[config.mk]
export PLATFORM = sky130hd
export DESIGN_NAME = calc_result_fifo
export DESIGN_NICKNAME = d
export VERILOG_FILES = /design/src/rtl/calc_pkg.sv /design/src/rtl/calc_fifo_mem.sv /design/src/rtl/calc_result_fifo.sv
export SDC_FILE = /design/constraint.sdc
export NUM_CORES = 1
export LEC_CHECK = 0
export CAP_MARGIN = 20
export CORE_ASPECT_RATIO = 0.7
export CORE_MARGIN = 3
export CORE_UTILIZATION = 57
export CTS_CLUSTER_DIAMETER = 40
export CTS_CLUSTER_SIZE = 24
export DETAILED_ROUTE_END_ITERATION = 8
export PLACE_DENSITY_LB_ADDON = 0.3
export SETUP_SLACK_MARGIN = 0.1
export SYNTH_ARGS = -nofsm -noshare
export SYNTH_HDL_FRONTEND = slang
export SYNTH_SLANG_ARGS = --single-unit
[constraint.sdc]
create_clock -name clk -period 6.7 [get_ports clk]
set_clock_uncertainty 0.2 [all_clocks]
set_input_delay 1.005 -clock clk [delete_from_list [all_inputs] [get_ports clk]]
set_output_delay 1.005 -clock clk [all_outputs]
set_load 0.03 [all_outputs]
[src/rtl/calc_pkg.sv]
// Shared calculator definitions so the calc unit and its result FIFO agree on widths.
package calc_pkg;

  localparam int unsigned CALC_RES_W = 16;
  localparam int unsigned CALC_OPD_W = 8;

  typedef enum logic [1:0] {
    OP_ADD = 2'b00,
    OP_SUB = 2'b01,
    OP_MUL = 2'b10,
    OP_DIV = 2'b11
  } calc_op_e;

endpackage

[src/rtl/calc_fifo_mem.sv]
// DEPTH x WIDTH register array: one synchronous write port, one asynchronous read port, no reset.
module calc_fifo_mem #(
  parameter int unsigned WIDTH = 16,
  parameter int unsigned DEPTH = 4,
  parameter int unsigned AW    = $clog2(DEPTH)
) (
  input  logic             clk,
  input  logic             we,
  input  logic [AW-1:0]    waddr,
  input  logic [WIDTH-1:0] wdata,
  input  logic [AW-1:0]    raddr,
  output logic [WIDTH-1:0] rdata
);

  logic [WIDTH-1:0] mem_q [DEPTH];
  logic [WIDTH-1:0] mem_d [DEPTH];

  always_comb begin
    mem_d = mem_q;
    if (we) mem_d[waddr] = wdata;
  end

  always_ff @(posedge clk) begin
    mem_q <= mem_d;
  end

  assign rdata = mem_q[raddr];

endmodule

[src/rtl/calc_result_fifo.sv]
// Result buffer between the calc unit and its consumer; valid/stall on both sides,
// plus a running count of results delivered downstream.
module calc_result_fifo
  import calc_pkg::*;
#(
  parameter int unsigned WIDTH = CALC_RES_W,
  parameter int unsigned DEPTH = 4,
  parameter int unsigned CNTW  = 16
) (
  input  logic                       clk,
  input  logic                       rst,
  input  logic [WIDTH-1:0]           inC,
  input  logic                       iValid,
  output logic                       iStall,
  output logic [WIDTH-1:0]           outC,
  output logic                       oValid,
  input  logic                       oStall,
  output logic [$clog2(DEPTH):0]     level,
  output logic [CNTW-1:0]            resCnt
);

  localparam int unsigned PW = $clog2(DEPTH);
  localparam int unsigned LW = PW + 1;

  logic [PW-1:0]   wr_ptr_q, wr_ptr_d;
  logic [PW-1:0]   rd_ptr_q, rd_ptr_d;
  logic [LW-1:0]   level_q, level_d;
  logic [CNTW-1:0] res_cnt_q, res_cnt_d;
  logic            push, pop;

  // Both stall and valid decode only from the level register, so neither
  // handshake side sees a combinational path from the other.
  assign iStall = (level_q == LW'(DEPTH));
  assign oValid = (level_q != '0);
  assign push   = iValid && !iStall;
  assign pop    = oValid && !oStall;

  always_comb begin
    wr_ptr_d  = wr_ptr_q;
    rd_ptr_d  = rd_ptr_q;
    res_cnt_d = res_cnt_q;
    level_d   = level_q + LW'(push) - LW'(pop);
    if (push) wr_ptr_d = wr_ptr_q + 1'b1;
    if (pop) begin
      rd_ptr_d  = rd_ptr_q + 1'b1;
      res_cnt_d = res_cnt_q + 1'b1;
    end
  end

  always_ff @(posedge clk or posedge rst) begin
    if (rst) begin
      wr_ptr_q  <= '0;
      rd_ptr_q  <= '0;
      level_q   <= '0;
      res_cnt_q <= '0;
    end else begin
      wr_ptr_q  <= wr_ptr_d;
      rd_ptr_q  <= rd_ptr_d;
      level_q   <= level_d;
      res_cnt_q <= res_cnt_d;
    end
  end

  calc_fifo_mem #(
    .WIDTH (WIDTH),
    .DEPTH (DEPTH),
    .AW    (PW)
  ) u_mem (
    .clk   (clk),
    .we    (push),
    .waddr (wr_ptr_q),
    .wdata (inC),
    .raddr (rd_ptr_q),
    .rdata (outC)
  );

  assign level  = level_q;
  assign resCnt = res_cnt_q;

endmodule
## Yosys cells after proc, flatten, opt, wreduce, memory -nomap -nowiden

Cells that the tools add are included.

| operators by class | value |
|---|---|
| $add $sub $neg | 5 |
| magnitude comparators | 3 |
| equality and inequality tests | 1 |
| muxes and demuxes | 6 |
| bitwise operators | 2 |
| reduce and logical (&&, ||, !) cells | 6 |

Operators by type and width:

| cell | count |
|---|---|
| 64-bit bitwise mux | 1 |
| 16-bit two-way mux | 3 |
| 16-bit binary-select mux with 2-bit select | 1 |
| 16-bit demux with 2-bit select | 1 |
| 16-bit by 1-bit adder with 16-bit output, second input constant | 1 |
| 3-bit greater-or-equal comparator, second input constant | 2 |
| 2-bit NOT with 3-bit output | 2 |
| 2-bit by 1-bit adder with 2-bit output, second input constant | 2 |
| 3-bit by 1-bit adder with 3-bit output | 1 |
| 3-bit equality test, second input constant | 1 |
| 1-bit logical AND | 3 |
| 3-bit by 1-bit less-than comparator with 1-bit output, second input constant | 1 |
| 3-bit nonzero test | 1 |
| 3-bit by 1-bit subtractor with 3-bit output | 1 |
| 1-bit zero test | 2 |

| word-level totals | value |
|---|---|
| flip-flop bits (word level) | 87 |
| input port bits | 20 |
| output and inout bits | 37 |
| word-level logic and storage cells | 31 |

## Logic depth before layout (Yosys ltp)

| logic depth | value |
|---|---|
| depth after elaboration | 6 |
| depth in mapped cells | 11 |

## By module

Synthesis repeated with hierarchy kept, for this count alone.

| second synthesis, totals | value |
|---|---|
| cells, all modules | 174 |
| area total of the unflattened synthesis | 3,415.8 um2 |

By module, submodules not included:

| module | times used | cells an instance | area each (um2) | seq. area each (um2) |
|---|---|---|---|---|
| calc_fifo_mem | 1 | 88 | 2,377.3 | 1,921.8 |
| calc_result_fifo | 1 | 86 | 1,038.5 | 575.6 |

## Least setup slack after synthesis

OpenSTA, ideal clock, no wires.

| path | value |
|---|---|
| path type | flip-flop to flip-flop |
| start | register level_q[2], in the netlist level[2] |
| end | register level_q[2], in the netlist level[2] |
| arrival time | 2.832 ns |
| required time | 6.363 ns |
| path slack | 3.531 ns |
| stages on the path, launching flop included | 12 |
| path buffers | 1 |
| clock period less this slack | 3.169 ns |
| path through | dfrtp_1 -> nor3b_1 -> nor2b_1 -> clkbuf_1 -> inv_1 -> ha_1 -> inv_1 -> ha_1 -> inv_1 -> fa_1 -> xnor2_1 -> xnor2_1 |

| between the ends | value |
|---|---|
| longest elaborated chain between the ends | 5 |
| elaborated cells on any way between the ends | 7 |

RTL lines:

| item | line | text |
|---|---|---|
| start, declared | calc_result_fifo.sv:27 | `logic [LW-1:0] level_q, level_d;` |
| start signal, assigned | calc_result_fifo.sv:59 | `level_q <= level_d;` |
| 3-bit equality test | calc_result_fifo.sv:33 | `assign iStall = (level_q == LW'(DEPTH));` |
| via iStall | calc_result_fifo.sv:14 | `output logic iStall,` |
| 1-bit zero test | calc_result_fifo.sv:35 | `assign push = iValid && !iStall;` |
| 1-bit logical AND | calc_result_fifo.sv:35 |  |
| 3-bit by 1-bit adder with 3-bit output | calc_result_fifo.sv:42 | `level_d = level_q + LW'(push) - LW'(pop);` |
| 3-bit by 1-bit subtractor with 3-bit output | calc_result_fifo.sv:42 |  |
| via level_d[2] | calc_result_fifo.sv:27 |  |

The timed path passes the listed nets, and every way through them passes these cells.
A chain may end at the register's enable or synchronous reset.

## Final worst setup path

| path | value |
|---|---|
| start | register rd_ptr_q[0] |
| end | output port outC[12] |

| between the ends | value |
|---|---|
| longest elaborated chain between the ends | 4 |

RTL lines:

| item | line | text |
|---|---|---|
| start, declared | calc_result_fifo.sv:26 | `logic [PW-1:0] rd_ptr_q, rd_ptr_d;` |
| start signal, assigned | calc_result_fifo.sv:58 | `rd_ptr_q <= rd_ptr_d;` |
| 2-bit NOT with 3-bit output (implied by the code) | calc_fifo_mem.sv:27 | `assign rdata = mem_q[raddr];` |
| 16-bit binary-select mux with 2-bit select | calc_fifo_mem.sv:27 |  |
| 16-bit two-way mux (implied by the code) (2 in a row) | calc_fifo_mem.sv:27 |  |
| end, declared | calc_result_fifo.sv:15 | `output logic [WIDTH-1:0] outC,` |

No other way between the ends. The select of a mux whose other input is x is not followed.

==> run summary <==
The flow ran to the end, and the final reports show no timing, DRC or antenna violations. Count of input and output buffers: 56. The via density per instance was 5.39. The mean instance size in the synthesized netlist was 19.6 um2.

The overall via count from detail_route was 1720. The routed length per instance was 18.0 um; the die height was 71.0 um. The aggregate global routing overflow was 0; the growth of design area from synthesis to finish was 24.7%. The tools report the final-report max-slew violation count as 0. For the pin with the worst max-slew slack, the measured transition is 0.882 ns. Traced cell by cell, the critical path runs through buf_16 > mux4_2 > clkdlybuf4s50_1.

The tightest min-delay check is of the flip-flop to flip-flop type. Total number of yosys warnings: 0. The unique cell type count in the Yosys netlist is 27. Setup repair after global routing left no endpoint under its margin.

The number of max-cap violations came out at 0. The total count of hold-check failures in the final report is 0, and the number of placement rows is 23. The worst-case IR drop observed on VDD is 304 uV. After layout, the design draws a total of 1.94 mW.

The detailed router finished its first iteration with 108 violations. The tools report the total die area as 7020 um2. The slowest stage of the critical path is the sky130_fd_sc_hd__dfrtp_1 cell. The logs give 3.79 mm for the estimated wirelength of the detail-placed design and 0 for the number of antenna violations at the first check in global routing. For this design, the sink count on the clock tree is 87. The number of nets in the synthesized netlist is 204.

CTS placed an instance of sky130_fd_sc_hd__clkbuf_8 at the clock tree root. The placer congestion estimate was 0.728; the placeable core region was 5780 um2. For this design the static power due to leakage is 1.53 nW. The run gives 57 as the number of top-level pins. The CTS clock-pin slew for the worst setup and hold paths was 0.08 ns; the number of iterations in the first detailed-routing pass was 4.

Entering global routing, the biggest net connects 24 pins. At the worst endpoint, the required time is 5.49 ns. The logs give 0 for the number of failing setup endpoints in the final timing report and 0.34 ns for the clock latency at the later pin of the worst-skew pair. The wire length on met1 was 2.61 mm.

Headroom to the max-slew limit came out at 41.1%. Buffers inserted to repair hold after CTS numbered 0. The buffers plus inverters on the worst setup path works out to 2.

The setup path with the least slack is of type flip-flop to output pin. Data arrives at the worst endpoint at 2.31 ns. The clock period could shrink to 3.51 ns. The final critical-path share of the clock period is 52.4%. The count of nets left with antenna violations once routing finished came out at 0.

The sequential cell area fraction in the yosys report was 72.6%; the number of levels the H-tree was split into was 3. The first global-routing pass estimated 9.65 mm of wire. The maximum single-stage delay on the critical path works out to 0.61 ns. Cell area after synthesis: 3440 um2.

The maximum fanout encountered on the critical timing path came out at 13. Global routing used 18.4% of the available tracks. The post-cts resize count is 0, and the starting utilization of the core area is 59.5%. The buffers inserted during post-CTS setup optimization was 0. STA classifies the critical path endpoint as an output pin. The highest metal layer carrying signal wires in the routed design is met4. For the diode insertion count for antenna repair, the log shows 0. TritonCTS built the clock tree. Startpoint type of the worst setup path: a flip-flop.

Floorplan die width: 98.9 um. In the routed design, unresolved DRC markers number 0. Buffers inserted during clock tree synthesis total 9. After technology mapping, the gate count stands at 176. Detailed routing placed a total of 358 um of wire on met3.

In this run the power density over the cells is 453 nW/um2. The met2 wire length is 2.73 mm. The gate family responsible for the most delay along the worst path was buffers and inverters. The wire length after detailed routing was 5.74 mm; the final total negative setup slack was 0 ns.

Cells with a size suffix above 1 make up 15.2% of the layout. Timing would allow up to 285 MHz. The tools report the number of nets in the finished design as 267. In this run the deepest clock path goes through 2 buffers. Synthesis inferred 87 register bits. The via count of the first global-routing pass is 1814.
==> cell usage in the layout (no fill, tap or decap), types with 2 or more instances in the layout <==
cell type	count
sky130_fd_sc_hd__xnor2_1	15
sky130_fd_sc_hd__mux4_2	16
sky130_fd_sc_hd__nand4_1	3
sky130_fd_sc_hd__nand2_1	7
sky130_fd_sc_hd__clkbuf_8	10
sky130_fd_sc_hd__and4_1	2
sky130_fd_sc_hd__edfxtp_1	64
sky130_fd_sc_hd__clkdlybuf4s50_1	56
sky130_fd_sc_hd__nand3_1	5
sky130_fd_sc_hd__ha_1	7
sky130_fd_sc_hd__inv_1	8
sky130_fd_sc_hd__xor2_1	5
sky130_fd_sc_hd__clkinv_4	2
sky130_fd_sc_hd__dfrtp_1	23
sky130_fd_sc_hd__and2_1	4
sky130_fd_sc_hd__clkinv_1	2
==> layer usage <==
layer | vias to the layer above | track usage, %
met2 | 52 | 26.9
met4 | 0 | 5.45
met3 | 2 | 6.40
li1 | 799 | -
met1 | 867 | 26.7
met5 | - | 0
==> cell type report <==
cell class                 instances  area (um2)
clock buffer                      10         138
clock inverter                     6        60.1
fill                             350        1490
inverter                           8        30.0
multi-input combinational         76         886
sequential                        87        2500
tap                               75        93.8
timing repair buffer              57         588
==> synth_stat cells <==
library cell / instances / share of area, %
sky130_fd_sc_hd__and2_1: 4 / 0.73
sky130_fd_sc_hd__and4_1: 2 / 0.51
sky130_fd_sc_hd__buf_2: 2 / 0.29
sky130_fd_sc_hd__buf_4: 2 / 0.44
sky130_fd_sc_hd__clkbuf_1: 1 / 0.11
sky130_fd_sc_hd__dfrtp_1: 23 / 17
sky130_fd_sc_hd__edfxtp_1: 64 / 56
sky130_fd_sc_hd__fa_1: 1 / 0.58
sky130_fd_sc_hd__ha_1: 7 / 2.5
sky130_fd_sc_hd__inv_1: 8 / 0.87
sky130_fd_sc_hd__mux2_2: 1 / 0.33
sky130_fd_sc_hd__mux4_2: 16 / 10
sky130_fd_sc_hd__nand2_1: 7 / 0.76
sky130_fd_sc_hd__nand3_1: 5 / 0.73
sky130_fd_sc_hd__nand4_1: 3 / 0.55
sky130_fd_sc_hd__nand4b_4: 1 / 0.69
sky130_fd_sc_hd__nor2_1: 1 / 0.11
sky130_fd_sc_hd__nor2_2: 1 / 0.18
sky130_fd_sc_hd__nor2b_1: 1 / 0.18
sky130_fd_sc_hd__nor3_1: 1 / 0.15
sky130_fd_sc_hd__nor3_4: 1 / 0.47
sky130_fd_sc_hd__nor3b_1: 1 / 0.22
sky130_fd_sc_hd__nor4_4: 1 / 0.62
sky130_fd_sc_hd__nor4b_4: 1 / 0.69
sky130_fd_sc_hd__o21ai_0: 1 / 0.15
sky130_fd_sc_hd__xnor2_1: 15 / 3.8
sky130_fd_sc_hd__xor2_1: 5 / 1.3
==> state kept, by name, summed over array words and instances (netlist names) <==
| signal | cells |
|---|---|
| level | 3 |
| rd_ptr_q | 2 |
| resCnt | 16 |
| u_mem.mem_q | 64 |
| wr_ptr_q | 2 |
==> worst paths after layout <==
path | depth (start not counted) | from | endpoint | slack, ns
worst max-delay path | 3 | rd_ptr_q[0] | outC[12] | 3.19
worst min-delay path | 1 | resCnt[15] | resCnt[15] | 0.28
worst max register to register | 10 | level[2] | level[2] | 4.06
worst min register to register | 1 | resCnt[15] | resCnt[15] | 0.28
max in group asynchronous | 2 | rst | resCnt[11] | 4.81
min in group asynchronous | 2 | rst | resCnt[3] | 0.95
==> where the power goes <==
group          total [mW]  switching, mW  internal, mW  leakage, nW
clock               0.356          0.176         0.181        0.101
sequential          0.817          0.105         0.712        0.877
combinational       0.771          0.410         0.361        0.556
total                1.94          0.690          1.25         1.53
==> through the flow <==
| stage | worst slack (ns) | hold slack (ns) | cell area (um2) | cells | utilization (%) |
|---|---|---|---|---|---|
| after CTS | 2.81 | 0.288 | 4270 | 318 | 73.7 |
| final | 3.19 | 0.283 | 4290 | 319 | 74.2 |
| after global routing | 3.05 | 0.300 | 4290 | 319 | 74.2 |
| after detailed placement | 3.18 | 0.271 | 4070 | 302 | 70.3 |
| after floorplan | 3.53 | 0.380 | 3440 | 176 | - |
| after global placement | 3.19 | 0.260 | 4070 | 302 | 70.3 |
==> logic make-up after synthesis <==
kind of cell | count (synthesis) | share of synthesized area (%)
flip-flops | 87 | 72.6
AND/OR/NAND/NOR | 30 | 6.58
XOR/XNOR | 20 | 5.09
multiplexers | 17 | 10.8
buffers and inverters | 13 | 1.71
adder cells (fa/ha/maj) | 8 | 3.13
AO/OA/AOI/OAI | 1 | 0.145
No activity file was read; power rests on OpenSTA's default activity.
